### src/rtl/muldiv_pkg.sv
// Shared definitions for the multi-cycle multiply/divide sequencer:
// op encodings, FSM state type and counter sizing.
package muldiv_pkg;

    localparam logic [2:0] OP_MULT  = 3'd0;
    localparam logic [2:0] OP_MULTU = 3'd1;
    localparam logic [2:0] OP_DIV   = 3'd2;
    localparam logic [2:0] OP_DIVU  = 3'd3;
    localparam logic [2:0] OP_MTHI  = 3'd4;
    localparam logic [2:0] OP_MTLO  = 3'd5;

    typedef enum logic [1:0] {
        IDLE,
        CALC,
        FIX,
        DONE
    } state_e;

    localparam int WIDTH_DEF = 32;
    localparam int CNT_W     = $clog2(WIDTH_DEF + 1);

    // Counter width for an arbitrary operand width (CNT_W is the default case).
    function automatic int cnt_w(input int width);
        return $clog2(width + 1);
    endfunction

endpackage

### src/rtl/muldiv_step.sv
// One combinational iteration: shift-add for multiply, restoring step for divide.
// {hi,lo} is the working pair; opnd is the multiplicand or the divisor.
module muldiv_step #(
    parameter int WIDTH = 32
) (
    input  logic             is_div,
    input  logic [WIDTH-1:0] hi,
    input  logic [WIDTH-1:0] lo,
    input  logic [WIDTH-1:0] opnd,
    output logic [WIDTH-1:0] hi_nxt,
    output logic [WIDTH-1:0] lo_nxt
);

    logic [WIDTH:0] sum;
    logic [WIDTH:0] shifted;
    logic [WIDTH:0] trial;

    always_comb begin
        // NOTE: every output of this block gets a default first, so no path leaves a latch.
        sum     = '0;
        shifted = '0;
        trial   = '0;
        hi_nxt  = hi;
        lo_nxt  = lo;
        if (!is_div) begin
            sum    = {1'b0, hi} + (lo[0] ? {1'b0, opnd} : '0);
            hi_nxt = sum[WIDTH:1];
            lo_nxt = {sum[0], lo[WIDTH-1:1]};
        end else begin
            // Remainder stays below the divisor, so bit WIDTH of trial is a clean borrow flag.
            shifted = {hi, lo[WIDTH-1]};
            trial   = shifted - {1'b0, opnd};
            if (trial[WIDTH]) begin
                hi_nxt = shifted[WIDTH-1:0];
                lo_nxt = {lo[WIDTH-2:0], 1'b0};
            end else begin
                hi_nxt = trial[WIDTH-1:0];
                lo_nxt = {lo[WIDTH-2:0], 1'b1};
            end
        end
    end

endmodule

### src/rtl/muldiv_seq.sv
// Multi-cycle MULT/MULTU/DIV/DIVU sequencer owning the architectural HI/LO pair.
// Operates on magnitudes for WIDTH cycles, then applies the sign fix-up and commits.
module muldiv_seq
    import muldiv_pkg::*;
#(
    parameter int WIDTH = WIDTH_DEF
) (
    input  logic             clk,
    input  logic             reset_n,
    input  logic             Start,
    input  logic [2:0]       Op,
    input  logic [WIDTH-1:0] SrcA,
    input  logic [WIDTH-1:0] SrcB,
    output logic             Busy,
    output logic             Done,
    output logic [WIDTH-1:0] Hi,
    output logic [WIDTH-1:0] Lo
);

    localparam int CW = (WIDTH == WIDTH_DEF) ? CNT_W : cnt_w(WIDTH);
    localparam logic [CW-1:0] CNT_LAST = CW'(WIDTH - 1);

    state_e          state;
    logic [CW-1:0]   count;
    logic [WIDTH-1:0] acc_hi, acc_lo, opnd;
    logic            is_div_r, res_neg, rem_neg, div_zero;

    logic             op_muldiv, op_div, op_signed, a_neg, b_neg;
    logic [WIDTH-1:0] a_mag, b_mag;
    logic [WIDTH-1:0] step_hi, step_lo;
    logic [WIDTH-1:0] fix_hi, fix_lo;

    assign op_muldiv = (Op == OP_MULT) || (Op == OP_MULTU) || (Op == OP_DIV) || (Op == OP_DIVU);
    assign op_div    = (Op == OP_DIV)  || (Op == OP_DIVU);
    assign op_signed = (Op == OP_MULT) || (Op == OP_DIV);
    assign a_neg     = op_signed && SrcA[WIDTH-1];
    assign b_neg     = op_signed && SrcB[WIDTH-1];
    assign a_mag     = a_neg ? -SrcA : SrcA;
    assign b_mag     = b_neg ? -SrcB : SrcB;

    muldiv_step #(.WIDTH(WIDTH)) u_step (
        .is_div (is_div_r),
        .hi     (acc_hi),
        .lo     (acc_lo),
        .opnd   (opnd),
        .hi_nxt (step_hi),
        .lo_nxt (step_lo)
    );

    // Divide-by-zero leaves |dividend| in the remainder, so the dividend-sign fix restores SrcA.
    always_comb begin
        fix_hi = acc_hi;
        fix_lo = acc_lo;
        if (!is_div_r) begin
            if (res_neg) {fix_hi, fix_lo} = -{acc_hi, acc_lo};
        end else begin
            if (div_zero)     fix_lo = '1;
            else if (res_neg) fix_lo = -acc_lo;
            if (rem_neg)      fix_hi = -acc_hi;
        end
    end

    // NOTE: sequential state uses non-blocking assignments so all registers update together.
    always_ff @(posedge clk or negedge reset_n) begin
        if (!reset_n) begin
            state    <= IDLE;
            count    <= '0;
            acc_hi   <= '0;
            acc_lo   <= '0;
            opnd     <= '0;
            is_div_r <= 1'b0;
            res_neg  <= 1'b0;
            rem_neg  <= 1'b0;
            div_zero <= 1'b0;
            Busy     <= 1'b0;
            Done     <= 1'b0;
            Hi       <= '0;
            Lo       <= '0;
        end else begin
            Done <= 1'b0;
            case (state)
                IDLE, DONE: begin
                    state <= IDLE;
                    if (Start && op_muldiv) begin
                        state    <= CALC;
                        count    <= '0;
                        Busy     <= 1'b1;
                        is_div_r <= op_div;
                        res_neg  <= a_neg ^ b_neg;
                        rem_neg  <= a_neg;
                        div_zero <= op_div && (SrcB == '0);
                        acc_hi   <= '0;
                        acc_lo   <= op_div ? a_mag : b_mag;
                        opnd     <= op_div ? b_mag : a_mag;
                    end else if (Start && Op == OP_MTHI) begin
                        Hi <= SrcA;
                    end else if (Start && Op == OP_MTLO) begin
                        Lo <= SrcA;
                    end
                end
                CALC: begin
                    acc_hi <= step_hi;
                    acc_lo <= step_lo;
                    count  <= count + 1'b1;
                    if (count == CNT_LAST) state <= FIX;
                end
                FIX: begin
                    Hi    <= fix_hi;
                    Lo    <= fix_lo;
                    Busy  <= 1'b0;
                    Done  <= 1'b1;
                    state <= DONE;
                end
                default: state <= IDLE;
            endcase
        end
    end

endmodule
### config.mk
export PLATFORM = sky130hd
export DESIGN_NAME = muldiv_seq
export DESIGN_NICKNAME = d
export VERILOG_FILES = /design/src/rtl/muldiv_pkg.sv /design/src/rtl/muldiv_step.sv /design/src/rtl/muldiv_seq.sv
export SDC_FILE = /design/constraint.sdc
export NUM_CORES = 1
export LEC_CHECK = 0
export ABC_AREA = 1
export CORE_AREA = 2 2 206 229
export CTS_CLUSTER_DIAMETER = 200
export DETAILED_ROUTE_END_ITERATION = 6
export DIE_AREA = 0 0 208 231
export SLEW_MARGIN = 20
export SYNTH_ARGS = -nofsm -noshare
export SYNTH_HDL_FRONTEND = slang
export SYNTH_SLANG_ARGS = --single-unit
### constraint.sdc
create_clock -name clk -period 3.01 [get_ports clk]
set_input_delay 0.903 -clock clk [delete_from_list [all_inputs] [get_ports clk]]
set_output_delay 0.903 -clock clk [all_outputs]
set_load 0.02 [all_outputs]
Word-level counts from Yosys, hierarchy flattened
Index checks and enable logic that the tools add are counted.
{"block": "word_totals", "register_bits": 174, "latch_bits": 0, "mem_bits_rw": 0, "romBits": 0, "input_bits": 70, "output_inout_bits": 66, "wordCells": 94, "memories": 0}
{"block": "classes", "add_sub_neg": 8, "n_mul": 0, "n_div": 0, "order_cmp": 0, "eq_ne": 15, "shift": 0, "muxes": 35, "bitwise_logic": 1, "n_reduce_logical": 22}
{"operator": "$mux W32", "count": 22}
{"operator": "$pmux W32 S2", "count": 4}
{"operator": "$neg A32 Y32", "count": 4}
{"operator": "$neg A64 Y64", "count": 1}
{"operator": "$add A32 B33 Y33", "count": 1}
{"operator": "$sub A33 B32 Y33", "count": 1}
{"operator": "$logic_not A32 Y1", "count": 1}
{"operator": "$ne A2 B2 Y1 const B", "count": 6}
{"operator": "$pmux W6 S2", "count": 1}
{"operator": "$add A6 B1 Y6 const B", "count": 1}
{"operator": "$eq A3 B2 Y1 const B", "count": 2}
{"operator": "$eq A3 B3 Y1 const B", "count": 2}
{"operator": "$eq A6 B5 Y1 const B", "count": 1}
{"operator": "$logic_and A1 B1 Y1", "count": 6}
{"operator": "$mux W6", "count": 1}
{"operator": "$pmux W2 S3", "count": 1}
{"operator": "$reduce_and A2 Y1", "count": 3}
{"operator": "$logic_or A1 B1 Y1", "count": 5}
{"operator": "$eq A2 B2 Y1 const B", "count": 2}
{"operator": "$mux W1", "count": 4}
{"operator": "$reduce_and A4 Y1", "count": 1}
{"operator": "$reduce_bool A2 Y1", "count": 2}
{"operator": "$eq A3 B1 Y1 const B", "count": 1}
{"operator": "$logic_not A3 Y1", "count": 1}
{"operator": "7 further kinds", "count": 7}

Longest topological paths before layout
Gate-level depths: netlist of run 1.
{"block": "depth", "depth_word": 7, "depth_mapped": 19, "depth_no_buf": 18}

By module
From an unflattened synthesis of run 1, not the netlist that was laid out.
{"block": "hier_totals", "cells_unflattened": 3260, "area_unflattened_um2": 18940.7}
{"module": "muldiv_seq", "n_inst": 1, "cells_each": 1963, "area_each_um2": 12680.9, "seq_area_each_um2": 4354.2}
{"module": "muldiv_step", "n_inst": 1, "cells_each": 1297, "area_each_um2": 6259.8, "seq_area_each_um2": 0.0}

Worst setup path before layout of run 1
OpenSTA, ideal clock, no wires.
{"block": "synth_path", "path_kind": "register to register", "from": "register acc_lo[0]", "to": "register acc_hi[21]", "setup_ns": 0.118, "arrival_ns": 2.497, "required_ns": 2.892, "path_slack_ns": 0.396, "stages_incl_launch_ff": 18, "n_path_buf": 2, "synth_period_minus_slack_ns": 2.614, "path_cell_list": "dfrtp_1 buf_6 clkbuf_1 nand2_1 inv_1 ha_1 inv_1 fa_1 o21ai_0 nand2_1 nand2_1 nand2_1 nand2_1 nand3_1 nand3_1 nand3_1 nand3_1 nand2_1"}
{"block": "synth_via", "elab_chain_cells": 4}
{"element": "start: declaration", "line_no": "muldiv_seq.sv:25", "text": "logic [WIDTH-1:0] acc_hi, acc_lo, opnd;"}
{"element": "start signal: assignment", "line_no": "muldiv_seq.sv:93", "text": "acc_lo <= op_div ? a_mag : b_mag;"}
{"element": "start signal: assignment", "line_no": "muldiv_seq.sv:103", "text": "acc_lo <= step_lo;"}
{"element": "$mux W32", "line_no": "muldiv_step.sv:26", "text": "sum = {1'b0, hi} + (lo[0] ? {1'b0, opnd} : '0);"}
{"element": "$add A32 B33 Y33", "line_no": "muldiv_step.sv:26"}
{"element": "$mux W32", "line_no": "muldiv_step.sv:25", "text": "if (!is_div) begin"}
{"element": "$pmux W32 S2", "line_no": "muldiv_seq.sv:81", "text": "case (state)"}
{"element": "end signal: assignment", "line_no": "muldiv_seq.sv:102", "text": "acc_hi <= step_hi;"}
{"element": "end: declaration", "line_no": "muldiv_seq.sv:25"}
No other way between the ends.
A chain may end at the register's enable or synchronous reset.

Worst setup path in the final report of run 1
{"block": "layout_path", "from": "register opnd[6]", "to": "register acc_hi[9]"}
{"block": "layout_via", "elab_chain_cells": 4, "word_cells_on_any_way": 6, "cone_classes": "2 x add/sub; 4 x mux"}
{"element": "start: declaration", "line_no": "muldiv_seq.sv:25"}
{"element": "start signal: assignment", "line_no": "muldiv_seq.sv:94", "text": "opnd <= op_div ? b_mag : a_mag;"}
{"element": "$mux W32 / $sub A33 B32 Y33 (equally long branches)", "line_no": "muldiv_step.sv:26, muldiv_step.sv:32"}
{"element": "$add A32 B33 Y33 / $mux W32 (equally long branches)", "line_no": "muldiv_step.sv:26, muldiv_step.sv:33"}
{"element": "$mux W32 *", "line_no": "muldiv_step.sv:25"}
{"element": "$pmux W32 S2 *", "line_no": "muldiv_seq.sv:81"}
Mark *: on every way between the ends. The rest lies on a longest branch, timed or not.

==> qor.yml, run 1 <==
r2r_end: "acc_hi[9]"
cap_violations: 0
timing.final.ws_setup_ns: 0.1147
start_util: 0.4048
cellInternalPower_mw: 10.52
met1_length_um: 35690
synth.area.top_cells: "dfrtp_1 (23%), nand2_1 (19%), nand3_1 (9.2%), inv_1 (8.9%), nor2_1 (8.8%)"
seq_area_frac_synth: 0.2343
p_sw_mw: 14.14
wl_met3_um: 6718
overflow: 0
netlist_instances: 3221
synth-simple-area-share: 0.4246
timing.final.crit_share: 0.9619
rsz0062_at_grt: "no"
dp_cells: 4122
synth_compound_gate_area_share: 0.1426
io_pins: 136
fin_util: 0.5021
synthFlopType: "dfrtp_1"
place_ws_ns: -0.2622
synth.area.mux_share: 0
die-area_mm2: 0.04805
port_buffers: 135
clkTransAtPathRegs_ns: 0.07
dp_hpwl_um: 74940
grt_pass1_vias: 22091
slew_viol_final: 0
comb_power_share: 0.721
synth_top_cell_by_area: "dfrtp_1"
antenna_found_initial: 1
p_leak_nw: 12.06
clkLatencyLatePin_ns: 0.51
cts-root-buf: "clkbuf_16"
antenna_cells: 0
hold_viol_final: 0
ir_worst_vdd_v: 0.0009901
yosysUniqueCellTypes: 57
cp-start-kind: "flip-flop"
switching_share: 0.5733
seq_power_share: 0.186
synth_top_area_frac: 0.2343
drt_first_pass_iters: 7
postCtsSetupRepairBufs: 0
ant_nets: 0
track_usage: 0.3762
crit_fanout: 30
cts_sinks: 174
skew_ns: 0.01387
cp.arrival_ns: 3.29
htreeDepth: 4
cp-startpoint: "opnd[6]"
synth_edf_count: 0
grt_max_degree: 96
max_freq_mhz: 345.4
p_per_area_mw_per_mm2: 1070
synth_xor_area_frac: 0.02875
synth_warnings: 0
worstRegToRegCells: 15
gp_congestion: 1.040
cts_tree: "yes"
setup_viol: 0
top_layer_used: "met4"
cts_buffers: 17
wl_um: 90970
die_x_um: 208
worst-slew-pin-transition_ns: 0.9635
vias: 22972
grt_pass1_wl_um: 134500
dieHeight_um: 231
rr_startpoint: "opnd[6]"
period_needed_ns: 2.895
syn_avg_cell_area_um2: 5.768
final_nets: 3690
drive_gt1_frac: 0.1076
async_flop_share: 1.000
core-area_mm2: 0.04590
crit_end: "acc_hi[9]"
synthesis.nets: 3365
final_cells: 4154
power.share.clock: 0.093
tns_ns: 0
drc: 0
min_path_type: "in -> async"
clk_path_buf_depth: 2
route.met2.wl_um: 42270
relSlewSlack: 0.3577
routed_via_density: 5.530
ys_ff_latch: 174
wl_per_cell_um: 21.90
yosys.area_share.adder: 0.05064
synth_top_family_by_area: "simple AND/OR/NAND/NOR gates"
path_class: "reg -> reg"
rrSetupSlack_ns: 0.11
status: "finished, final reports clean"
synthesis.area_mm2: 0.01858
row_count: 83
worst_setup_path_end_kind: "flip-flop"
detail_route.iter0.violations: 2152
syn2layout_area_growth_pct: 24.03
required_ns: 3.40
==> worst min path at each step <==
stage,startpoint,end
floorplan,div_zero,div_zero
global placement,Lo[19],Lo[19]
detailed placement,Lo[19],Lo[19]
CTS,reset_n,acc_hi[29]
global route,reset_n,acc_hi[29]
finish,reset_n,acc_hi[29]
==> logic make-up after synthesis <==
logic type / after synthesis
compound gates: 489
xor+xnor: 61
fa+ha+maj: 74
buf+inv: 565
flops: 174
simple gates: 1858
==> cell type report <==
type                    count  area, µm²
clock buffers              19      432.9
clock inverters            13      130.1
well taps                 595      744.5
fillers                  4947      22860
flip-flops and latches    174       4357
repair buffers            416       3637
inverters                 455       1708
multi-input cells        2482      12040
==> registers in the layout, indices dropped and copies added (netlist names) <==
signal    cells
state         2
rem_neg       1
is_div_r      1
Busy          1
opnd         32
Lo           32
count         6
res_neg       1
Hi           32
Done          1
div_zero      1
acc_lo       32
acc_hi       32
==> through the flow <==
| stage | hold slack (ns) | power [mW] | instance area [µm²] |
|---|---|---|---|
| after floorplan | 0.4467 | 14.92 | 18580 |
| after global placement | 0.4726 | 21.86 | 22480 |
| after detailed placement | 0.4816 | 21.97 | 22480 |
| after CTS | 0.2809 | 24.34 | 23040 |
| after global routing | 0.2988 | 26.35 | 23050 |
| final | 0.2910 | 24.66 | 23050 |
==> worst max-delay path: stages (launching register included) <==
cell and delay (ns):
dfrtp_1 0.48, inv_1 0.17, ha_1 0.41, nand2_2 0.15, nor2_4 0.20, nand3_2 0.16
nand2_2 0.13, nand2_2 0.07, nand2_4 0.10, nand2_4 0.09, nand2_4 0.10, nand2_2 0.07
nand2_4 0.31, nor2_1 0.11, o21bai_1 0.15, nand2_1 0.06
==> layout by cell type (no fill, tap or decap), types with 45 or more instances in the layout <==
cell type and n:
nand2_1 928, o21ai_0 185, nand3_1 342, clkdlybuf4s50_1 134, inv_1 443, ha_1 71
dfrtp_1 172, buf_4 267, nor2_1 434, a21oi_1 207, xor2_1 45
==> layer usage <==
layer,vias up,GRT usage
met4,0,0.2283
li1,10985,-
met5,-,0
met1,10752,0.4563
met2,1011,0.6225
met3,224,0.06611
==> power by group through the flow <==
stage                     clock network (mW)  logic (mW)  registers [mW]
after global routing                    2.40        19.3            4.68
after global placement                     0        17.3            4.57
final                                   2.30        17.8            4.59
after floorplan                            0        10.2            4.73
after CTS                               2.32        17.5            4.56
after detailed placement                   0        17.4            4.60
==> cells in the mapped netlist (11+ instances only) <==
cell type,n
o21ai_1,16
xor2_1,45
nand3b_1,14
dfrtp_1,174
nand3_1,342
o21bai_1,13
a31oi_1,12
o21ai_0,185
xnor2_1,16
o211ai_1,25
nor2_2,12
ha_1,72
nand2_1,928
inv_1,443
nand4_1,34
buf_2,16
o22ai_1,12
nor2_1,436
nor3_1,37
a21oi_1,208
clkbuf_1,60
nand3_2,11
buf_1,23
==> repair_timing <==
item / in CTS / in global routing
hold buffers: 0 / 0
setup endpoints to repair: 0 / 2
gates resized for setup: 0 / 1
Power figures use the tool's default switching activity.
==> run 2, diff against run 1 <==
==> constraint.sdc (replaced) <==
create_clock -name clk -period 3.01 [get_ports clk]
set_input_delay 0.7525 -clock clk [delete_from_list [all_inputs] [get_ports clk]]
set_output_delay 0.7525 -clock clk [all_outputs]
set_load 0.02 [all_outputs]
==> qor.yml, run 2 (synthesis results as in run 1) <==
critPathBufInv: 4  # +3
grt_pass1_wl_um: 131800  # -2.0%
tns_ns: 0  # unchanged
status: "finished with violations"
fillers: 5020  # +1.5%
routed_via_density: 5.584  # +0.97%
die-area_mm2: 0.04805  # unchanged
overflow: 0  # unchanged
timing.final.crit_share: 0.9337  # -0.02822
antenna_found_initial: 3  # +2
gp_congestion: 1.023  # -1.6%
grt_max_degree: 94  # -2.1%
core-area_mm2: 0.04590  # unchanged
ir_worst_vdd_v: 0.001114  # +13%
htreeDepth: 4  # unchanged
period_needed_ns: 2.810  # -0.08493 ns
rrSetupSlack_ns: 0.20  # +0.08 ns
ant_nets: 0  # unchanged
drc: 2  # +2
dieHeight_um: 231  # unchanged
grt_pass1_vias: 21701  # -1.8%
skew_ns: 0.01370  # -0.0001700 ns
totalPowerFinal_mw: 24.10  # -2.3%
postCtsResizedCells: 0  # unchanged
regArea_mm2: 0.004358  # about the same
fin_util: 0.4803  # -0.02172
p_per_area_mw_per_mm2: 1093  # +2.2%
max_freq_mhz: 355.8  # +3.0%
cp.arrival_ns: 3.20  # -0.09 ns
hold_viol_final: 0  # unchanged
wl_um: 89340  # -1.8%
final_nets: 3564  # -3.4%
row_count: 83  # unchanged
p_leak_nw: 11.43  # -5.2%
cp-start-kind: "flip-flop"
syn2layout_area_growth_pct: 18.67
path_class: "reg -> reg"
max_stage_delay_ns: 0.45  # -0.03 ns
drt_first_pass_iters: 7  # unchanged
cpMostUsedCell: "nand2_1"
track_usage: 0.3693  # -0.006877
mostFrequentLayoutCells: "nand2_1 (928), inv_1 (443), nor2_1 (434)"
io_pins: 136  # unchanged
final_common_cell: "nand2_1"
port_buffers: 135  # unchanged
clkLatencyLatePin_ns: 0.50  # about the same
start_util: 0.4048  # unchanged
cts_buffers: 17  # unchanged
drive_gt1_frac: 0.07457  # -0.03304
final_cells: 4028  # -3.0%
clk_path_buf_depth: 2  # unchanged
dp_cells: 3996  # -3.1%
vias: 22492  # -2.1%
holdWs_ns: 0.1925  # -0.09844 ns
antenna_cells: 0  # unchanged
detail_route.iter0.violations: 2027  # -5.8%
worst-slew-pin-transition_ns: 0.8069  # -0.1566 ns
worst_path_max_delay_cell: "dfrtp_2"
required_ns: 3.40  # about the same
r2r_end: "acc_hi[15]"
crit_end: "acc_hi[15]"
clkTransAtPathRegs_ns: 0.07  # about the same
relSlewSlack: 0.4564  # +0.09869
crit_family: "simple AND/OR/NAND/NOR gates"
cts_tree: "yes"
violations: "DRC"
slew_viol_final: 0  # unchanged
cp-startpoint: "acc_lo[0]"
cp_num_cells: 17  # +2
setup_viol: 0  # unchanged
path_cells: "buf_12 -> nand2_1 -> inv_1 -> ha_1 -> nand2_1 -> inv_1 -> nand2_1 -> nor3_1 -> nand2_1 -> nand3_1 -> nand2_1 -> nand3_1 -> nand2_1 -> o21ai_0 -> inv_1 -> nand2_1 -> nand2_1"
wl_per_cell_um: 22.18  # +1.3%
worstRegToRegCells: 17  # +2
cap_violations: 0  # unchanged
min_path_type: "in -> async"
die_x_um: 208  # unchanged
rsz0062_at_grt: "no"
cts_sinks: 174  # unchanged
cts_hold_buffers: 0  # unchanged
rr_startpoint: "acc_lo[0]"
worst_setup_path_end_kind: "flip-flop"
postCtsSetupRepairBufs: 0  # unchanged
multi_input_area_mm2: 0.01204  # unchanged
dp_hpwl_um: 73140  # -2.4%
crit_fanout: 31  # +3.3%
cts-root-buf: "clkbuf_16"
-- run 2: stage by stage --
| step | cell area (µm²) | worst slack, ns |
|---|---|---|
| global route | 22050 | 0.009136 |
| global placement | 21500 | -0.01972 |
| finish | 22050 | 0.1996 |
| detailed placement | 21500 | -0.03585 |
| CTS | 22050 | 0.1569 |
| floorplan | 18580 | 0.3958 |
-- run 2: worst min-delay path by stage --
stage / start / slack [ns] / to
floorplan: div_zero / 0.45 / div_zero
global route: reset_n / 0.22 / acc_hi[21]
CTS: reset_n / 0.19 / acc_hi[28]
global placement: Lo[6] / 0.47 / Lo[6]
detailed placement: Lo[6] / 0.48 / Lo[6]
finish: reset_n / 0.19 / acc_hi[28]
-- run 2: per-layer routing --
| layer | vias to the layer above | share of wire | GRT usage |
|---|---|---|---|
| met2 | 949 | 0.46 | 0.6057 |
| met4 | 4 | 0.074 | 0.2469 |
| met1 | 10604 | 0.40 | 0.4520 |
| li1 | 10702 | - | - |
| met5 | - | 0.00036 | 0 |
| met3 | 233 | 0.065 | 0.05156 |
-- run 2: cell type report --
class,count,share of cell area
timing repair buffer,290,0.1204
clock inverter,11,0.004880
clock buffer,21,0.01998
sequential,174,0.1977
inverter,455,0.07746
multi-input combinational,2482,0.5459
tap,595,0.03376
-- run 2: where the power goes --
group / switching, mW / internal [mW]
clock network: 1.11 / 1.15
logic: 11.7 / 5.54
registers: 1.12 / 3.44
